===== config.mk =====
export PLATFORM = sky130hd
export DESIGN_NAME = sevenseg_scan_ctrl_flat
export DESIGN_NICKNAME = d
export VERILOG_FILES = /design/src/rtl/sevenseg_pkg.sv /design/src/rtl/sevenseg_scan_ctrl_if.sv /design/src/rtl/sevenseg_scan_ctrl_hex7_decode.sv /design/src/rtl/sevenseg_scan_ctrl.sv /design/src/flat_wrapper.sv
export SDC_FILE = /design/constraint.sdc
export NUM_CORES = 1
export LEC_CHECK = 0
export CORE_MARGIN = 5
export CORE_UTILIZATION = 50
export DETAILED_ROUTE_END_ITERATION = 10
export PLACE_DENSITY = 0.7
export SLEW_MARGIN = 30
export SYNTH_ARGS = -nofsm -noshare
export SYNTH_HDL_FRONTEND = slang
export SYNTH_HIERARCHICAL = 1
export SYNTH_SLANG_ARGS = --single-unit

===== constraint.sdc =====
create_clock -name clk -period 10.6 [get_ports clk]
set_input_delay 1.06 -clock clk [delete_from_list [all_inputs] [get_ports clk]]
set_output_delay 1.06 -clock clk [all_outputs]
set_load 0.01 [all_outputs]

===== src/rtl/sevenseg_pkg.sv =====
// -----------------------------------------------------------------------------
// sevenseg_pkg
// Shared types and constants for the seven-segment scan controller.
//   seg_t        : segment vector {a,b,c,d,e,f,g}, bit 6 = a, active high
//   SEG_BLANK    : all segments off
//   scan_state_t : scan FSM states
//   HEX7_TABLE   : hex nibble -> segment pattern
// -----------------------------------------------------------------------------
package sevenseg_pkg;

  typedef logic [6:0] seg_t;

  localparam seg_t SEG_BLANK = 7'b000_0000;

  typedef enum logic [1:0] {
    IDLE  = 2'd0,
    DRIVE = 2'd1,
    BLANK = 2'd2
  } scan_state_t;

  // Index = nibble value; glyphs 0-9, A, b, C, d, E, F.
  localparam seg_t HEX7_TABLE [16] = '{
    7'b1111110, 7'b0110000, 7'b1101101, 7'b1111001,
    7'b0110011, 7'b1011011, 7'b1011111, 7'b1110000,
    7'b1111111, 7'b1111011, 7'b1110111, 7'b0011111,
    7'b1001110, 7'b0111101, 7'b1001111, 7'b1000111
  };

endpackage


===== src/rtl/sevenseg_scan_ctrl_if.sv =====
// -----------------------------------------------------------------------------
// sevenseg_scan_ctrl_if
// Valid/ready load port carrying a new display value into the scan controller.
//   load_valid : producer offers load_data/load_dp
//   load_ready : controller's pending buffer is empty
//   load_data  : 4*N_DIGITS hex nibbles, digit i = [4i+3:4i], digit 0 rightmost
//   load_dp    : per-digit decimal-point bits
// Modports: master = producer (bus/register side), slave = controller.
// -----------------------------------------------------------------------------
interface sevenseg_scan_ctrl_if #(
  parameter int N_DIGITS = 4
);

  logic                    load_valid;
  logic                    load_ready;
  logic [4*N_DIGITS-1:0]   load_data;
  logic [N_DIGITS-1:0]     load_dp;

  modport master (
    output load_valid,
    output load_data,
    output load_dp,
    input  load_ready
  );

  modport slave (
    input  load_valid,
    input  load_data,
    input  load_dp,
    output load_ready
  );

endinterface


===== src/rtl/sevenseg_scan_ctrl_hex7_decode.sv =====
// -----------------------------------------------------------------------------
// hex7_decode
// Combinational hex-to-seven-segment lookup.
//   nibble : 4-bit hex value
//   seg    : segment pattern {a..g}, active high
// -----------------------------------------------------------------------------
module hex7_decode
  import sevenseg_pkg::*;
(
  input  logic [3:0] nibble,
  output seg_t       seg
);

  assign seg = HEX7_TABLE[nibble];

endmodule


===== src/rtl/sevenseg_scan_ctrl.sv =====
// -----------------------------------------------------------------------------
// sevenseg_scan_ctrl
// Time-multiplexed scan controller for N_DIGITS common-cathode digits sharing
// one set of a..g lines. A value loaded over the valid/ready port waits in a
// one-deep pending buffer and is committed to the display register only while
// idle or at a frame boundary, so a frame never shows a torn value.
//
// Ports:
//   clk, rst_n : clock, asynchronous active-low reset
//   en         : scan enable; dropping it returns to IDLE on the next edge
//   load       : sevenseg_scan_ctrl_if.slave load port
//   seg        : segments {a..g}, active high
//   dp         : decimal point of the driven digit
//   an         : one-hot digit enable, non-zero only while driving a digit
//   frame_done : one-cycle pulse at the end of each complete scan
//
// Parameters: N_DIGITS (2..8), REFRESH_DIV (>=1 on-cycles per digit),
//             BLANK_CYC (dead cycles between digits, 0 = none).
// Frame length = N_DIGITS*(REFRESH_DIV+BLANK_CYC) cycles.
//
// Build option: define SEVENSEG_LEADING_ZERO_BLANK_EN to suppress leading
// zero digits (digit 0 and digits with dp set are always shown).
// -----------------------------------------------------------------------------
module sevenseg_scan_ctrl
  import sevenseg_pkg::*;
#(
  parameter int N_DIGITS    = 4,
  parameter int REFRESH_DIV = 50000,
  parameter int BLANK_CYC   = 16
) (
  input  logic                clk,
  input  logic                rst_n,
  input  logic                en,
  sevenseg_scan_ctrl_if.slave load,
  output seg_t                seg,
  output logic                dp,
  output logic [N_DIGITS-1:0] an,
  output logic                frame_done
);

  localparam int CNT_MAX    = (REFRESH_DIV > BLANK_CYC) ? REFRESH_DIV : BLANK_CYC;
  localparam int CNT_W      = (CNT_MAX > 1) ? $clog2(CNT_MAX) : 1;
  localparam int IDX_W      = $clog2(N_DIGITS);
  localparam int BLANK_LAST = (BLANK_CYC > 0) ? BLANK_CYC - 1 : 0;

  scan_state_t             state, state_nxt;
  logic [IDX_W-1:0]        idx, idx_nxt;
  logic [CNT_W-1:0]        cnt, cnt_nxt;
  logic [4*N_DIGITS-1:0]   disp_data, disp_data_nxt, pend_data;
  logic [N_DIGITS-1:0]     disp_dp, disp_dp_nxt, pend_dp;
  logic                    pend_full;
  logic                    accept, commit, advance, frame_nxt;
  logic                    suppress, show;
  logic [3:0]              nibble;
  seg_t                    seg_dec;

  // Accept needs an empty buffer and commit needs a full one, so the two
  // can never coincide.
  assign load.load_ready = !pend_full;
  assign accept          = load.load_valid && !pend_full;

  // ---------------------------------------------------------------------------
  // Scan sequencing
  // ---------------------------------------------------------------------------
  always_comb begin
    // NOTE: every signal gets a default before the case so no path leaves
    // it unassigned; a missing default here would infer a latch.
    state_nxt = state;
    idx_nxt   = idx;
    cnt_nxt   = cnt;
    advance   = 1'b0;
    frame_nxt = 1'b0;
    commit    = (state == IDLE) && pend_full;

    if (!en) begin
      state_nxt = IDLE;
      idx_nxt   = '0;
      cnt_nxt   = '0;
    end else begin
      case (state)
        IDLE: begin
          state_nxt = DRIVE;
          idx_nxt   = '0;
          cnt_nxt   = '0;
        end
        DRIVE: begin
          if (cnt == CNT_W'(REFRESH_DIV - 1)) begin
            if (BLANK_CYC > 0) begin
              state_nxt = BLANK;
              cnt_nxt   = '0;
            end else begin
              advance = 1'b1;
            end
          end else begin
            cnt_nxt = cnt + 1'b1;
          end
        end
        BLANK: begin
          if (cnt == CNT_W'(BLANK_LAST)) advance = 1'b1;
          else                           cnt_nxt = cnt + 1'b1;
        end
        default: state_nxt = IDLE;
      endcase

      if (advance) begin
        state_nxt = DRIVE;
        cnt_nxt   = '0;
        if (idx == IDX_W'(N_DIGITS - 1)) begin
          idx_nxt   = '0;
          frame_nxt = 1'b1;
          commit    = pend_full;
        end else begin
          idx_nxt = idx + 1'b1;
        end
      end
    end
  end

  // The outputs are registered alongside the state, so they are derived
  // from next-state values, including a value committed on this same edge.
  assign disp_data_nxt = commit ? pend_data : disp_data;
  assign disp_dp_nxt   = commit ? pend_dp   : disp_dp;
  assign nibble        = disp_data_nxt[{idx_nxt, 2'b00} +: 4];

  hex7_decode u_decode (
    .nibble (nibble),
    .seg    (seg_dec)
  );

`ifdef SEVENSEG_LEADING_ZERO_BLANK_EN
  // Walk from the most significant digit down; upper_zero stays set while
  // this digit and all above it are zero. Digit 0 is never visited.
  logic upper_zero;
  always_comb begin
    suppress   = 1'b0;
    upper_zero = 1'b1;
    for (int i = N_DIGITS - 1; i >= 1; i--) begin
      upper_zero = upper_zero && (disp_data_nxt[4*i +: 4] == 4'h0);
      if (IDX_W'(i) == idx_nxt) suppress = upper_zero && !disp_dp_nxt[i];
    end
  end
`else
  assign suppress = 1'b0;
`endif

  assign show = (state_nxt == DRIVE) && !suppress;

  // ---------------------------------------------------------------------------
  // State and output registers
  // ---------------------------------------------------------------------------
  // NOTE: sequential state uses non-blocking assignments so every register
  // samples the pre-edge values regardless of statement order.
  always_ff @(posedge clk or negedge rst_n) begin
    if (!rst_n) begin
      state      <= IDLE;
      idx        <= '0;
      cnt        <= '0;
      an         <= '0;
      seg        <= SEG_BLANK;
      dp         <= 1'b0;
      frame_done <= 1'b0;
    end else begin
      state      <= state_nxt;
      idx        <= idx_nxt;
      cnt        <= cnt_nxt;
      an         <= show ? (N_DIGITS'(1) << idx_nxt) : '0;
      seg        <= show ? seg_dec : SEG_BLANK;
      dp         <= show && disp_dp_nxt[idx_nxt];
      frame_done <= frame_nxt;
    end
  end

  // NOTE: the display and pending registers are reset because their reset
  // contents are visible behaviour (blank display, empty buffer), not just
  // storage that gets overwritten before use.
  always_ff @(posedge clk or negedge rst_n) begin
    if (!rst_n) begin
      disp_data <= '0;
      disp_dp   <= '0;
      pend_data <= '0;
      pend_dp   <= '0;
      pend_full <= 1'b0;
    end else begin
      disp_data <= disp_data_nxt;
      disp_dp   <= disp_dp_nxt;
      if (accept) begin
        pend_data <= load.load_data;
        pend_dp   <= load.load_dp;
      end
      pend_full <= accept || (pend_full && !commit);
    end
  end

endmodule


===== src/flat_wrapper.sv =====
// flat-port wrapper written by rule: the top's interface ports become plain ports
module sevenseg_scan_ctrl_flat import sevenseg_pkg::*;
#(
  parameter int N_DIGITS    = 4,
  parameter int REFRESH_DIV = 50000,
  parameter int BLANK_CYC   = 16
)
  (clk, rst_n, en, seg, dp, an, frame_done, load_load_valid, load_load_data, load_load_dp, load_load_ready);
  sevenseg_scan_ctrl_if #(.N_DIGITS(N_DIGITS)) load_i ();
  input  logic clk;
  input  logic rst_n;
  input  logic en;
  output seg_t seg;
  output logic dp;
  output logic [N_DIGITS-1:0] an;
  output logic frame_done;
  input wire logic [$bits(load_i.load_valid)-1:0] load_load_valid;
  input wire logic [$bits(load_i.load_data)-1:0] load_load_data;
  input wire logic [$bits(load_i.load_dp)-1:0] load_load_dp;
  output wire logic [$bits(load_i.load_ready)-1:0] load_load_ready;
  assign load_i.load_valid = load_load_valid;
  assign load_i.load_data = load_load_data;
  assign load_i.load_dp = load_load_dp;
  assign load_load_ready = load_i.load_ready;
  sevenseg_scan_ctrl #(.N_DIGITS(N_DIGITS), .REFRESH_DIV(REFRESH_DIV), .BLANK_CYC(BLANK_CYC)) u_core (.clk(clk), .rst_n(rst_n), .en(en), .load(load_i), .seg(seg), .dp(dp), .an(an), .frame_done(frame_done));
endmodule

==> reports/summary.txt <==
run status: complete, no violations
Synth Cell Area: 3690 um^2
EDFF count, synth: 0
Final Setup Violations: 0
Post-CTS Resized: 0
Initial Util: 0.511
Die ar.: 9190 um^2
wire length per cell: 15.2 um
CTS max path bufs: 2
Max transition margin: 0.440
FILL cells: 601
max_cap viols: 0
CTS tree: done
RePlAce Congestion: 0.790
Max FO, Critical Path: 13
clock power share: 0.255
Fin. Hold Viols: 0
antenna cell count: 0
Post-CTS Setup Bufs: 0
standard-cell rows: 31
RSZ-0062 raised after global routing: no
Buffers on Ports: 37
area delta synth->final: 16.8%
Via-to-Cell Ratio: 5.47
# clock sinks: 74
Arrival @ worst endpoint: 4910 ps
cells after synthesis: 315
core box area: 7210 um^2
NetSw: 0.000248 W
largest area contributor in the netlist: dfrtp_1
share of layout cells above drive strength 1: 0.209
minimum clock period: 4660 ps
Peak Freq: 0.215 GHz
Sequential Area: 1850 um^2
main area contributors after synthesis: dfrtp_1 50%, mux2_2 13%, ha_1 4.4%
htree depth: 3
Initial DRC Count: 104
startpoint types: flop
Yosys reg bits: 74
clock transition at the registers of the reported paths: 80 ps
share of synthesized flip-flops with an asynchronous set or reset: 1.00
max-slew violations: 0
total power: 0.000806 W
Max VDD drop: 126 uV
CP Class: reg2reg
PD cells: 187 nW/um^2
syn nets: 352
Synth cell types: 59
Multi-input gate area: 1690 um^2
Internal: 0.000558 W
pin slew with the least headroom to its limit: 837 ps
Comb power frac: 0.289
WP data required: 10850 ps
chip height: 95.9 um
Skew-Pair Late Insertion Delay: 360 ps
total gr overflow: 0
antenna violations before repair: 0
Post-Route WL: 6940 um
first-pass GRT wire length: 11500 um
hpwl dp: 4740 um
critical path endpoint category: flop
TritonRoute pass-1 iters: 4
hold-fix buffers at CTS: 0
Antenna Nets Post-Route: 0
NumNets Final: 390
Synth top area share: 0.502
# IOs: 38
fin crit share: 0.440
Setup TNS: 0 ps
die extent in x: 95.9 um
Seq/Total Area, Yosys: 0.502
Seq pwr share: 0.456
CTS Root Cell: clkbuf_8
DRC: 0
largest net degree at the start of global routing: 75
Global Route Usage Sum: 0.165
clock buffer count from CTS: 9
synth warn: 6
Mapped Avg Cell Area: 11.7 um^2
Vias: 2502
Worst Hold Class: reg2reg
Post-synth top flop: dfrtp_1
switch share: 0.308
P_leak: 1.81 nW
worst clock skew: 10.1 ps
number of global-route vias before repair: 2385
==> cell usage after synthesis, types with 7 or more instances <==
master / number
xor2_1: 7
ha_1: 13
nor2_1: 26
mux2_2: 41
nor2b_1: 10
nand2_1: 10
nand3_1: 7
dfrtp_1: 74
inv_1: 16
a21oi_1: 7
nor3_1: 18
==> area by class of cell <==
type	count	area share
Sequential cell	74	0.430
Inverter	18	0.0157
Tap cell	99	0.0288
Timing Repair Buffer	39	0.0898
Clock inverter	7	0.0142
Clock buffer	9	0.0288
Multi-Input combinational cell	211	0.392
==> power groups by stage <==
stage | clock, W | sequential, W | combinational [W]
after floorplan | 0 | 0.000368 | 0.000170
after global placement | 0 | 0.000372 | 0.000226
after detailed placement | 0 | 0.000374 | 0.000232
after CTS | 0.000211 | 0.000368 | 0.000233
after global routing | 0.000225 | 0.000375 | 0.000259
final | 0.000205 | 0.000368 | 0.000233
==> cell usage in the layout, fill, tap and decap left out, types with 3 or more instances in the layout <==
cell type	instances
xnor2_1	6
a21oi_1	7
ha_1	13
mux2_2	41
mux2_1	3
dfrtp_1	74
nand4_1	5
nor3_1	18
xor2_1	7
nor4_1	4
mux2i_1	5
nand2_1	10
nor2b_1	9
nand3_1	7
clkbuf_8	9
o21ai_0	6
nor2_1	26
inv_1	16
clkdlybuf4s50_1	36
==> metrics by stage <==
stage / hold slack, ps / worst slack, ps / util / area (um^2) / std cells
5_1_grt: 506 / 5630 / 0.597 / 4300 / 457
2_1_floorplan: 455 / 6770 / - / 3690 / 315
6_report: 494 / 5940 / 0.597 / 4300 / 457
3_5_place_dp: 478 / 5920 / 0.569 / 4100 / 440
3_3_place_gp: 471 / 6050 / 0.568 / 4100 / 440
4_1_cts: 499 / 5920 / 0.595 / 4290 / 456
==> worst max-delay path: stages (launching register included) <==
cell and delay [ps]:
dfrtp_1 430, inv_1 120, ha_1 240, or4b_1 500, nor4_4 570, mux2_2 530
clkinv_1 190, nor3_1 70, nor4_1 700, inv_1 220, ha_1 370, mux4_1 480
nor2b_1 140
==> registers in the layout (all words and copies together) (netlist names) <==
signal / flops
u_core/seg: 7
u_core/cnt: 16
u_core/state: 2
u_core/pend_full: 1
u_core/frame_done: 1
u_core/an: 4
u_core/dp: 1
u_core/pend_data: 16
u_core/idx: 2
u_core/disp_data: 16
u_core/disp_dp: 4
u_core/pend_dp: 4
==> per-layer routing <==
| metal | routed length (um) | vias up | GRT usage |
|---|---|---|---|
| met5 | 0 | - | 0 |
| met4 | 136 | 0 | 0.0711 |
| met3 | 321 | 13 | 0.0469 |
| met2 | 3130 | 66 | 0.246 |
| met1 | 3350 | 1231 | 0.227 |
| li1 | - | 1192 | - |
==> kinds of logic after synthesis <==
kind of cell | count (synthesis) | share of synthesized area
multiplexers | 52 | 0.162
adder cells (fa/ha/maj) | 13 | 0.0441
XOR/XNOR | 13 | 0.0309
buffers and inverters | 30 | 0.0441
AO/OA/AOI/OAI | 31 | 0.0611
flip-flops | 74 | 0.502
AND/OR/NAND/NOR | 102 | 0.155
==> worst paths after layout <==
path	from	endpoint	slack, ps	cells after the start
min	u_core/disp_data[13]	u_core/disp_data[13]	490	1
max in group asynchronous	rst_n	u_core/pend_dp[3]	9440	1
max	u_core/state[0]	u_core/seg[3]	5940	12
min in group asynchronous	rst_n	u_core/cnt[4]	690	1
max reg2reg	u_core/state[0]	u_core/seg[3]	5940	12
min reg2reg	u_core/disp_data[13]	u_core/disp_data[13]	490	1
Power figures use the tool's default switching activity.
